===== config.mk =====
export PLATFORM = sky130hd
export DESIGN_NAME = aes_ct_serializer
export DESIGN_NICKNAME = d
export VERILOG_FILES = /design/src/rtl/aes_ct_serializer.sv
export SDC_FILE = /design/constraint.sdc
export NUM_CORES = 1
export LEC_CHECK = 0
export BUFFER_PORTS_ARGS = -buffer_cell sky130_fd_sc_hd__buf_2
export CAP_MARGIN = 0
export CORE_UTILIZATION = 60
export CTS_CLUSTER_SIZE = 14
export DETAILED_ROUTE_END_ITERATION = 12
export PLACE_DENSITY = 0.84
export SYNTH_ARGS = -nofsm -noshare
export SYNTH_HDL_FRONTEND = slang
export SYNTH_SLANG_ARGS = --single-unit

===== constraint.sdc =====
create_clock -name clk -period 12.08 [get_ports clk]
set_clock_uncertainty 0.1 [all_clocks]
set_input_delay 1.208 -clock clk [delete_from_list [all_inputs] [get_ports clk]]
set_output_delay 1.208 -clock clk [all_outputs]
set_load 0.1 [all_outputs]

===== src/rtl/aes_ct_serializer.sv =====
// AES ciphertext capture buffer and word serializer; optional blk_cnt port under AES_CT_BLKCNT_EN.
// Latency: capture LATENCY cycles after en_start, first word valid the cycle after capture.
// Backpressure: out_ready=0 holds the current word; a capture into a full buffer is dropped and sets ovf.
module aes_ct_serializer #(
    parameter int LATENCY = 1,
    parameter int WORD_W  = 32,
    parameter int DEPTH   = 2
) (
    input  logic              clk,
    input  logic              rst,
    input  logic              en_start,
    input  logic [127:0]      ciphertext_i,
    input  logic              out_ready,
    output logic              out_valid,
    output logic [WORD_W-1:0] out_data,
    output logic              out_last,
    output logic              full,
    output logic              ovf,
    input  logic              ovf_clr
`ifdef AES_CT_BLKCNT_EN
    ,
    output logic [15:0]       blk_cnt
`endif
);

    localparam int NW = 128 / WORD_W;
    localparam int WW = (NW > 1) ? $clog2(NW) : 1;
    localparam int PW = (DEPTH > 1) ? $clog2(DEPTH) : 1;
    localparam int CW = $clog2(DEPTH) + 1;
    localparam logic [CW-1:0] DEPTH_C   = CW'(DEPTH);
    localparam logic [PW-1:0] PTR_LAST  = PW'(DEPTH - 1);
    localparam logic [WW-1:0] WIDX_LAST = WW'(NW - 1);

    typedef enum logic {IDLE, SEND} state_t;

    logic          cap;
    logic [127:0]  mem_q [DEPTH];
    logic [PW-1:0] wr_ptr_q, wr_ptr_d, rd_ptr_q, rd_ptr_d;
    logic [CW-1:0] count_q, count_d;
    logic [WW-1:0] widx_q, widx_d;
    state_t        state_q, state_d;
    logic          full_q, full_d, ovf_q, ovf_d;
    logic          fire, retire, accept, drop;
    logic [127:0]  shifted;

    // cap tracks the core's pipeline so ciphertext_i is sampled when valid.
    generate
        if (LATENCY == 0) begin : g_nodly
            assign cap = en_start;
        end else begin : g_dly
            logic [LATENCY-1:0] dly_q;
            always_ff @(posedge clk or negedge rst) begin
                if (!rst) dly_q <= '0;
                else      dly_q <= (dly_q << 1) | LATENCY'(en_start);
            end
            assign cap = dly_q[LATENCY-1];
        end
    endgenerate

    always_comb begin
        shifted   = mem_q[rd_ptr_q] >> (WORD_W * (NW - 1 - int'(widx_q)));
        out_valid = (state_q == SEND);
        out_last  = out_valid & (widx_q == WIDX_LAST);
        out_data  = out_valid ? shifted[WORD_W-1:0] : '0;
        fire      = out_valid & out_ready;
        retire    = fire & out_last;
        // A retiring head frees its slot in the same cycle, so a full buffer can still accept.
        accept    = cap & ((count_q != DEPTH_C) | retire);
        drop      = cap & ~accept;
        count_d   = count_q + CW'(accept) - CW'(retire);
        wr_ptr_d  = wr_ptr_q;
        rd_ptr_d  = rd_ptr_q;
        if (accept) wr_ptr_d = (wr_ptr_q == PTR_LAST) ? '0 : wr_ptr_q + 1'b1;
        if (retire) rd_ptr_d = (rd_ptr_q == PTR_LAST) ? '0 : rd_ptr_q + 1'b1;
        widx_d    = widx_q;
        if (fire) widx_d = out_last ? '0 : widx_q + 1'b1;
        full_d    = (count_d == DEPTH_C);
        ovf_d     = drop ? 1'b1 : (ovf_clr ? 1'b0 : ovf_q);
        state_d   = state_q;
        case (state_q)
            IDLE:    if (count_d != '0) state_d = SEND;
            SEND:    if (retire && count_d == '0) state_d = IDLE;
            default: state_d = IDLE;
        endcase
    end

    always_ff @(posedge clk or negedge rst) begin
        if (!rst) begin
            state_q  <= IDLE;
            wr_ptr_q <= '0;
            rd_ptr_q <= '0;
            count_q  <= '0;
            widx_q   <= '0;
            full_q   <= 1'b0;
            ovf_q    <= 1'b0;
        end else begin
            state_q  <= state_d;
            wr_ptr_q <= wr_ptr_d;
            rd_ptr_q <= rd_ptr_d;
            count_q  <= count_d;
            widx_q   <= widx_d;
            full_q   <= full_d;
            ovf_q    <= ovf_d;
        end
    end

    always_ff @(posedge clk) begin
        if (accept) mem_q[wr_ptr_q] <= ciphertext_i;
    end

    assign full = full_q;
    assign ovf  = ovf_q;

`ifdef AES_CT_BLKCNT_EN
    logic [15:0] blk_cnt_q;
    always_ff @(posedge clk or negedge rst) begin
        if (!rst)        blk_cnt_q <= '0;
        else if (retire) blk_cnt_q <= blk_cnt_q + 16'd1;
    end
    assign blk_cnt = blk_cnt_q;
`endif

endmodule


==> impl_metrics.json <==
{
  "cpMaxStageDelayCell": "buf_4",
  "cts_made_buffers": 26,
  "grt_use_total": 0.230,
  "grt_max_degree": 93,
  "cts_htree_levels": 1,
  "ys_seq_elements": 266,
  "ctsHoldBuffers": 0,
  "fmax_mhz": 217,
  "postSynthAreaPerCell_sq_um": 20.3,
  "cts-resized-gates": 0,
  "final_cell_area_sq_mm": 0.0123,
  "crit_chain": "buf_4, mux4_2, inv_1, a221oi_2, buf_2",
  "cts_buffer_depth": 3,
  "io-pin-count": 169,
  "instances_no_fill": 940,
  "ant_nets": 0,
  "core_area_sq_mm": 0.0172,
  "layout_min_cycle_time_ns": 4.62,
  "drc": 0,
  "dieHeight_um": 134,
  "synth_cells": 518,
  "yosys.area.top_type": "edfxtp_1",
  "clock-root-buffer": "clkbuf_16",
  "slew_viol_final": 0,
  "synth_fp_nets": 653,
  "io_buffers": 168,
  "setup_viol": 0,
  "rr_worst_depth": 5,
  "cp.buffers_inverters": 3,
  "wl_um": 20400,
  "critPathTopFamily": "buffers and inverters",
  "cp_max_fo": 58,
  "grt_pass1_vias": 5715,
  "avgRoutedWirePerCell_um": 21.7,
  "antenna_found_initial": 6,
  "min_delay_path_depth": 2,
  "dpl.hpwl_um": 12400,
  "async_reset_ff_frac": 0.0376,
  "ys.flop_type": "edfxtp_1",
  "startpoint": "widx_q[1]",
  "tritoncts": "done",
  "start_util": 0.611,
  "place.gp.congestion": 0.806,
  "yosys_warnings": 0,
  "dieArea_sq_mm": 0.0181,
  "vias": 5528,
  "fin_crit_sh": 0.382,
  "cts_setup_buffers": 0,
  "crit_required_ns": 10.77,
  "place_area_sq_mm": 0.0115,
  "rsz0062_at_grt": "false",
  "critPathKind": "flip-flop to output port",
  "reg2reg_slack_ns": 7.90,
  "cts.reportedPaths.clkPinSlew_ns": 0.06,
  "seq_area_frac_synth": 0.754,
  "clkSinkCount": 266,
  "fin_util": 0.715,
  "slew_headroom": 0.221,
  "slowest_delay_ns": 0.81,
  "finalNetCount": 828,
  "clk_latency_ns": 0.51,
  "synth_edf_count": 256,
  "dpl.cell_count": 890,
  "cp-end-kind": "output port",
  "synth_top_area_share": 0.730,
  "status": "completed",
  "synth_top_cells_by_count": "256 x edfxtp_1, 33 x inv_1, 33 x mux2i_1",
  "grt_overflow": 0,
  "viasPerCell": 5.88,
  "min-delay-start": "ovf",
  "ys_top_cells_by_area": "edfxtp_1 73%, mux4_2 6.2%, a221oi_2 4.0%",
  "areaGrowthSynthToFinish_pct": 17.0,
  "rr_startpoint": "widx_q[1]",
  "cp.arrival_ns": 3.31,
  "rows": 48,
  "crit_cells": 5,
  "drive_above_1_share": 0.420,
  "hp-class": "flip-flop to flip-flop",
  "synth_cell_type_count": 32,
  "maxCapViolCount": 0,
  "synthMostInstantiatedCell": "edfxtp_1",
  "hold_viol": 0,
  "finalSetupTns_ns": 0,
  "tightest_slew_ns": 1.17,
  "startpoint_type": "flip-flop",
  "grt_first_pass_wirelength_um": 30900,
  "synth.cell_area_sq_mm": 0.0105,
  "dr.first_iter.drc_count": 336,
  "drtPass1Iterations": 5,
  "dieWidth_um": 134
}
final timing paths:
kind	to
worst max-delay path	out_data[19]
worst min-delay path	ovf
worst max register to register	mem_q[0][121]
worst min register to register	ovf
max in group asynchronous	widx_q[1]
min in group asynchronous	count_q[1]
layer usage:
layer | vias up | track usage | part of all wire
met1 | 2807 | 0.314 | 0.41
met5 | - | 0 | 0.0013
li1 | 2457 | - | -
met4 | 4 | 0.0630 | 0.022
met3 | 44 | 0.0533 | 0.069
met2 | 216 | 0.376 | 0.50
placed cells by master, fill, tap and decap left out, types with 3 or more instances in the layout:
master and n:
a221oi_1 4, a221oi_2 28, buf_2 168, buf_4 8
clkbuf_1 7, clkbuf_16 27, clkinv_1 8, dfrtp_1 7
diode_2 6, edfxtp_1 256, inv_1 33, mux2_1 6
mux2_2 27, mux2i_1 33, mux4_1 3, mux4_2 29
nor2_4 3, o21ai_0 31, o21ai_1 4
flip-flops by register name, indices dropped and copies added, names as in the netlist:
signal,count
ovf,1
widx_q,2
cap,1
out_valid,1
mem_q,256
full,1
count_q,2
wr_ptr_q,1
rd_ptr_q,1
kinds of logic (layout without fill, tap and decap cells):
kind of cell	after synthesis	in the layout	synth area share
XOR/XNOR	4	4	0.00333
AND/OR/NAND/NOR	15	15	0.00808
buffers and inverters	64	255	0.0341
adder cells (fa/ha/maj)	2	2	0.00238
AO/OA/AOI/OAI	69	69	0.0617
flip-flops	266	266	0.754
other	0	6	0
multiplexers	98	98	0.136
per-stage QoR:
| step | worst slack [ns] | hold WS [ns] |
|---|---|---|
| final | 7.46 | 0.424 |
| after detailed placement | 7.78 | 0.410 |
| after floorplan | 4.48 | 0.368 |
| after global routing | 7.29 | 0.449 |
| after CTS | 7.46 | 0.424 |
| after global placement | 7.98 | 0.402 |
layout make-up:
| class | count | area (sq um) |
|---|---|---|
| Fill cell | 1020 | 4920 |
| Antenna cell | 6 | 15.0 |
| Multi-Input combinational cell | 188 | 2250 |
| Tap cell | 225 | 282 |
| Inverter | 35 | 131 |
| Timing Repair Buffer | 176 | 901 |
| Clock inverter | 10 | 92.6 |
| Clock buffer | 34 | 702 |
| Sequential cell | 266 | 7940 |
tightest hold or removal path: cells and delay by family (launching register included):
family | cells | cell delay (ns)
buffers and inverters | 1 | 0.04
AO/OA/AOI/OAI | 1 | 0.09
flip-flops | 1 | 0.34
Power is not shown: default switching activity piles up to over one toggle a cycle in this logic, so the estimate is an artifact.
